[src/rtl/watchdog_pkg.sv]
// Shared definitions for the watchdog timer.
//   wdt_state_e      : watchdog FSM state type (IDLE, RUN, WARN, BITE)
//   CNT_W_DEFAULT    : default width of the cycle counter and thresholds
//   KICK_KEY_DEFAULT : default key a kick must carry to be accepted
package watchdog_pkg;

  localparam int unsigned CNT_W_DEFAULT    = 32;
  localparam logic [15:0] KICK_KEY_DEFAULT = 16'hA5C3;

  typedef enum logic [1:0] {
    ST_IDLE = 2'd0,
    ST_RUN  = 2'd1,
    ST_WARN = 2'd2,
    ST_BITE = 2'd3
  } wdt_state_e;

endpackage

[src/rtl/watchdog_timer.sv]
// Keyed watchdog timer with a pre-timeout warning stage.
//   clk_i         : clock, rising edge
//   rst_i         : asynchronous active-high reset
//   enable_i      : arm (1) / disarm (0)
//   timeout_i     : cycles allowed between kicks, latched when arming
//   warn_i        : warning threshold, latched when arming
//   kick_valid_i  : kick request; kick_key_i carries its key
//   kick_ready_o  : kick accepted when valid and ready (RUN/WARN only)
//   clear_i       : acknowledge a bite, return to IDLE
//   count_o       : cycles since arm or last accepted kick
//   warn_o        : high while in WARN
//   bite_o        : high while in BITE
//   bad_kick_o    : one-cycle pulse after a wrong-key handshake
//   bite_cnt_o    : number of bites since reset, saturating at 255
module watchdog_timer
  import watchdog_pkg::*;
#(
  parameter int unsigned CNT_W    = CNT_W_DEFAULT,
  parameter logic [15:0] KICK_KEY = KICK_KEY_DEFAULT,
  parameter bit          STRICT   = 1'b0
) (
  input  logic             clk_i,
  input  logic             rst_i,
  input  logic             enable_i,
  input  logic [CNT_W-1:0] timeout_i,
  input  logic [CNT_W-1:0] warn_i,
  input  logic             kick_valid_i,
  input  logic [15:0]      kick_key_i,
  output logic             kick_ready_o,
  input  logic             clear_i,
  output logic [CNT_W-1:0] count_o,
  output logic             warn_o,
  output logic             bite_o,
  output logic             bad_kick_o,
  output logic [7:0]       bite_cnt_o
);

  localparam logic [CNT_W-1:0] ONE = CNT_W'(1);

  wdt_state_e       state, state_n;
  logic [CNT_W-1:0] count, count_n;
  logic [CNT_W-1:0] timeout_q, warn_q;
  logic             load;
  logic             handshake, key_ok, good_kick, bad_kick;
  logic             warn_en;

  assign kick_ready_o = (state == ST_RUN) || (state == ST_WARN);
  assign handshake    = kick_valid_i && kick_ready_o;
  assign key_ok       = (kick_key_i == KICK_KEY);
  assign good_kick    = handshake && key_ok;
  assign bad_kick     = handshake && !key_ok;
  // WARN only exists when the warning threshold lies strictly inside the timeout.
  assign warn_en      = (warn_q != '0) && (warn_q < timeout_q);
  assign count_o      = count;

  always_comb begin
    state_n = state;
    count_n = count;
    load    = 1'b0;
    unique case (state)
      ST_IDLE: begin
        count_n = '0;
        if (enable_i && (timeout_i != '0)) begin
          state_n = ST_RUN;
          load    = 1'b1;
        end
      end
      ST_RUN, ST_WARN: begin
        // Priority: disarm, good kick, strict bad kick, timeout, normal count.
        if (!enable_i) begin
          state_n = ST_IDLE;
          count_n = '0;
        end else if (good_kick) begin
          state_n = ST_RUN;
          count_n = '0;
        end else if (STRICT && bad_kick) begin
          state_n = ST_BITE;
        end else if (count == timeout_q - ONE) begin
          // Count holds at timeout-1 so it never exceeds the threshold.
          state_n = ST_BITE;
        end else begin
          count_n = count + ONE;
          if ((state == ST_RUN) && warn_en && (count == warn_q - ONE)) begin
            state_n = ST_WARN;
          end
        end
      end
      ST_BITE: begin
        if (clear_i) begin
          state_n = ST_IDLE;
          count_n = '0;
        end
      end
      default: begin
        state_n = ST_IDLE;
        count_n = '0;
      end
    endcase
  end

  always_ff @(posedge clk_i or posedge rst_i) begin
    if (rst_i) begin
      state      <= ST_IDLE;
      count      <= '0;
      timeout_q  <= '0;
      warn_q     <= '0;
      warn_o     <= 1'b0;
      bite_o     <= 1'b0;
      bad_kick_o <= 1'b0;
      bite_cnt_o <= '0;
    end else begin
      state      <= state_n;
      count      <= count_n;
      if (load) begin
        timeout_q <= timeout_i;
        warn_q    <= warn_i;
      end
      warn_o     <= (state_n == ST_WARN);
      bite_o     <= (state_n == ST_BITE);
      bad_kick_o <= bad_kick;
      if ((state_n == ST_BITE) && (state != ST_BITE) && (bite_cnt_o != '1)) begin
        bite_cnt_o <= bite_cnt_o + 8'd1;
      end
    end
  end

endmodule

[config.mk]
export PLATFORM = sky130hd
export DESIGN_NAME = watchdog_timer
export DESIGN_NICKNAME = d
export VERILOG_FILES = /design/src/rtl/watchdog_pkg.sv /design/src/rtl/watchdog_timer.sv
export SDC_FILE = /design/constraint.sdc
export NUM_CORES = 1
export LEC_CHECK = 0
export ABC_AREA = 1
export BUFFER_PORTS_ARGS = -buffer_cell sky130_fd_sc_hd__buf_2
export CAP_MARGIN = 10
export CORE_UTILIZATION = 55
export CTS_CLUSTER_DIAMETER = 150
export DETAILED_ROUTE_END_ITERATION = 6
export HOLD_SLACK_MARGIN = 0.06
export PLACE_DENSITY = 0.86
export RECOVER_POWER = 50
export SLEW_MARGIN = 25
export SYNTH_ARGS = -nofsm -noshare
export SYNTH_HDL_FRONTEND = slang
export SYNTH_SLANG_ARGS = --single-unit
[constraint.sdc]
create_clock -name clk_i -period 3.6 [get_ports clk_i]
set_input_delay 0.36 -clock clk_i [delete_from_list [all_inputs] [get_ports clk_i]]
set_output_delay 0.36 -clock clk_i [all_outputs]
set_load 0.01 [all_outputs]
Word level (Yosys, flattened, before mapping)
Index checks and enable logic that the tools add are counted.
Storage, ports and cells
  register bits: 109
  bits in latches: 0
  memory bits (writable): 0
  ROM bits: 0
  bits of input ports: 85
  output and inout bits: 44
  logic and storage cells: 55
  memories: 0
Operators by class
  add/sub/neg operators: 4
  multiply operators: 0
  div/mod/pow operators: 0
  $lt $le $gt $ge: 1
  eq/ne operators: 12
  shifts and indexed selects: 0
  multiplexer cells: 14
  bitwise logic cells: 0
  reduce and logical (&&, ||, !) cells: 16
Operators with widths (count)
  $mux W32: 4
  $pmux W32 S3: 1
  $eq A32 B32 Y1: 2
  $reduce_bool A32 Y1: 2
  $sub A32 B1 Y32 const B: 2
  $add A32 B1 Y32 const B: 1
  $lt A32 B32 Y1: 1
  $eq A16 B16 Y1 const B: 1
  $mux W2: 6
  $logic_and A1 B1 Y1: 9
  $add A8 B1 Y8 const B: 1
  $eq A2 B2 Y1 const B: 4
  $ne A8 B8 Y1 const B: 1
  $pmux W2 S3: 1
  $ne A2 B2 Y1 const B: 2
  $ne A4 B4 Y1 const B: 1
  $eq A2 B1 Y1 const B: 1
  $logic_not A2 Y1: 1
  $mux W1: 2
  $reduce_and A2 Y1: 1
  $reduce_or A2 Y1: 1
  $logic_not A1 Y1: 1
  $logic_or A1 B1 Y1: 1

Depth between registers and ports, before layout
  depth after elaboration: 12
  depth in mapped cells: 22
  gate-level depth less buffers: 21

Least setup slack after synthesis
Ideal clock, no wire load.
  path kind: register to register
  from: register timeout_q[0]
  to: register count[17] (netlist: count_o[17])
  setup time: 0.121 ns
  arrival time: 2.354 ns
  data required time: 3.479 ns
  path slack: 1.124 ns
  cell stages (with the launch flop): 22
  path buffers: 1
  clock period less this slack: 2.476 ns
  cells stage by stage: dfrtp_1 > inv_1 > ha_1 > nand3_4 > nor2_2 > nand2_1 > inv_2 > nand2_1 > nand2_1 > nand2_1 > nor2_1 > nand2_1 > nor2_1 > nand2_1 > nor2_2 > nand2_2 > nand2_4 > inv_2 > buf_6 > nand2_1 > xor2_1 > nor2_1
Between the ends
  cells in the longest elaborated chain, start to end: 4
RTL lines
  from (decl): RTL line watchdog_timer.sv:42  | logic [CNT_W-1:0] timeout_q, warn_q;
  from (signal assigned): RTL line watchdog_timer.sv:115  | timeout_q <= timeout_i;
  $sub A32 B1 Y32: RTL line watchdog_timer.sv:78  | end else if (count == timeout_q - ONE) begin
  $eq A32 B32 Y1: RTL line watchdog_timer.sv:78
  $ne A4 B4 Y1 (no source line)
  $reduce_and A2 Y1 (no source line)
  to (signal assigned): RTL line watchdog_timer.sv:113  | count <= count_n;
  to (decl): RTL line watchdog_timer.sv:41  | logic [CNT_W-1:0] count, count_n;
Every way passes these cells.
A chain may end at the register's enable or synchronous reset.

Worst setup path in the final report
  from: register timeout_q[0]
  to: register count[13] (netlist: count_o[13])
The elaborated chain is that of the path after synthesis.

==> flow_summary.toml <==
[synthesis]
seq_area_frac_synth = 0.300
yosysWarnings = 0
synthArstFlopShare = 1.00
synth_nets = 1511
synth-seq-cells = 109
synth-edff-count = 0
synth_ff_type = "dfrtp_1"
synthCells = 1386
synth_cell_types = 46
syn_area_per_cell_um2 = 6.56
syn-cell-area_um2 = 9090

[floorplanning]
initial_core_util = 0.568
die_h_um = 131
fp.dieArea_um2 = 17100
ios = 129
rows = 46
core_um2 = 16000
die_w_um = 131

[place]
dp.final_hpwl_mm = 22.7
dp_slack_ns = 0.383
dp.cells = 1696
port_buffers = 128
place_congestion = 0.971
placed_cell_area_um2 = 9880

[timing]
tns_ns = 0
fin_ws_ns = 0.289
tightestPinTransition_ns = 2.61
drv_slew = 69
relSlewSlack = -0.742
max_freq_ghz = 0.302
hold_violations = 0
fin_worst_skew_ns = 0.00997
post-route-period-util = 0.920
fin_crit_ns = 3.31
rsz0062_at_grt = "false"
setup_viol = 0

[final_layout]
layout-drive-gt1-share = 0.119
nNetsFinal = 1616
final_cells = 1712
area_growth_pct = 11.9
final_cell_area_um2 = 10200
final_util = 0.636
diodes = 0
fillers = 1541

[global_routing]
grt_pass1_vias = 8854
grt_pass1_wl_mm = 44.0
gr-usage-all-layers = 0.342
grt_overflow = 0
grt_max_degree = 80
antenna_found_initial = 1

[cts]
clock_sinks = 109
cts_buffers = 9
postCtsResizedCells = 0
tritoncts = "yes"
worstSkewPairLatency_ns = 0.37
post_cts_buffers = 0
cts.clk_slew.worst_paths_ns = 0.08
htreeDepth = 3
hold_buffers = 0
clock-root-buffer = "clkbuf_16"
cts.path.max_buffers = 2

[worst_setup_path]
start_kind = "register"
endpoint_kind = "register"
crit_required_ns = 3.86
crit_arrival_ns = 3.57
criticalPathCategory = "register to register"
critPathMaxFanout = 27

[drt]
post_drt_wl_per_cell_um = 16.5
dr.max_layer_used = "met4"
drt-pass1-iter-count = 7
met2_length_mm = 12.9
wl_met1_mm = 11.7
viasPerCell = 5.60
dr_wl_met3_mm = 2.62
drc_errors = 0
antenna_left = 0
routed_wl_mm = 28.3
drt_iter0_markers = 922
num_vias = 9592

[power_and_ir_drop]
p_leak_nw = 5.06
p_per_area_nw_per_um2 = 754
peakVddDrop_uv = 386

[status]
violations = "max-capacitance violations, max-slew violations"
outcome = "finished, violations left"

[job]
drv_cap = 1

[min_path]
min_path_type = "input pin to register"
[report_power, final]
| group | leakage, nW | internal, mW | switching [mW] |
|---|---|---|---|
| Clock | 0.157 | 0.636 | 0.500 |
| Sequential | 1.41 | 1.62 | 0.668 |
| Combinational | 3.50 | 1.47 | 2.77 |
[cell families (layout without fill, tap and decap cells)]
family,Yosys count,count (layout),synth area share
and+or+nand+nor,799,799,0.381
buffers and inverters,212,322,0.0919
AOI/OAI and AO/OA,135,135,0.0816
DFF,109,109,0.300
xor gates and xnor gates,90,90,0.0897
adders and majority gates,40,40,0.0550
muxes,1,1,0.00124
[layout by cell type, fill, tap and decap left out, types with 3 or more instances in the layout]
cell         n
a21oi_1     22
a31oi_1      3
buf_2      108
clkbuf_1    20
clkbuf_16    9
dfrtp_1    109
ha_1        40
inv_1      161
inv_2       11
nand2_1    412
nand2_2      4
nand3_1     77
nand3b_1     7
nand4_1     39
nor2_1     197
nor2_2      11
nor2_4       7
nor3_1      14
nor3_2       3
nor4_1      14
o21a_1       3
o21ai_0     86
o21ai_1      6
o21bai_1     9
xnor2_1     38
xor2_1      50
[layout make-up]
type | instances | area (µm²) | share of cell area
inverter | 173 | 649 | 0.0638
tap | 216 | 270 | 0.0265
timing repair buffer | 133 | 661 | 0.0649
clock buffer | 10 | 239 | 0.0235
clock inverter | 6 | 95.1 | 0.00934
sequential | 109 | 2730 | 0.268
multi-input combinational | 1065 | 5540 | 0.544
[metal layers]
layer	track usage	vias to the layer above
li1	-	4605
met5	0	-
met3	0.0594	79
met1	0.445	4444
met2	0.555	464
met4	0.162	0
[sequential cells by signal (all words and copies together) (netlist names)]
register    count
warn_o          1
timeout_q      32
bad_kick_o      1
count_o        32
warn_q         32
bite_cnt_o      8
bite_o          1
state           2
[synthesized netlist by cell type, types with 14 or more instances]
cell	count	area (µm²)
clkbuf_1	24	90.1
inv_1	161	604
dfrtp_1	109	2730
nor4_1	14	87.6
ha_1	40	500
o21ai_0	86	430
nand3_1	77	385
a21oi_1	22	110
nor2_1	198	743
nand2_1	412	1550
nor3_1	14	70.1
xnor2_1	38	333
xor2_1	50	438
nand4_1	39	244
[worst max-delay path: stages, from the launching register on]
cell	delay (ns)
dfrtp_1	0.42
inv_1	0.16
ha_1	0.29
nand3_4	0.14
nor2_2	0.20
nand2_1	0.13
o21ai_0	0.19
nand2_1	0.08
nand2_1	0.05
nor2_1	0.04
nand3_1	0.10
nor2_2	0.08
nand2_2	0.09
nand2_4	0.18
nor2_2	0.80
a21oi_1	0.10
o21a_1	0.15
[final timing paths]
kind / startpoint / endpoint / slack [ns] / cells after the start
max in group asynchronous: rst_i / timeout_q[21]$_DFFE_PP0P_ / 0.99 / 3
min in group asynchronous: rst_i / count_o[1]$_DFFE_PP0P_ / 0.89 / 2
worst max-delay path: timeout_q[0]$_DFFE_PP0P_ / count_o[13]$_DFFE_PP0P_ / 0.29 / 16
worst min-delay path: warn_i[3] / warn_q[3]$_DFFE_PP0P_ / 0.20 / 3
worst min register to register: bite_cnt_o[1]$_DFFE_PP0P_ / bite_cnt_o[1]$_DFFE_PP0P_ / 0.56 / 2
worst max register to register: timeout_q[0]$_DFFE_PP0P_ / count_o[13]$_DFFE_PP0P_ / 0.29 / 16
[stage by stage]
| step | hold slack [ns] | total power [mW] |
|---|---|---|
| after floorplan | 0.481 | 5.23 |
| after global placement | 0.539 | 6.29 |
| after detailed placement | 0.537 | 6.44 |
| after CTS | 0.194 | 7.60 |
| after global routing | 0.206 | 8.30 |
| final | 0.198 | 7.67 |
(Power assumes the default switching activity.)
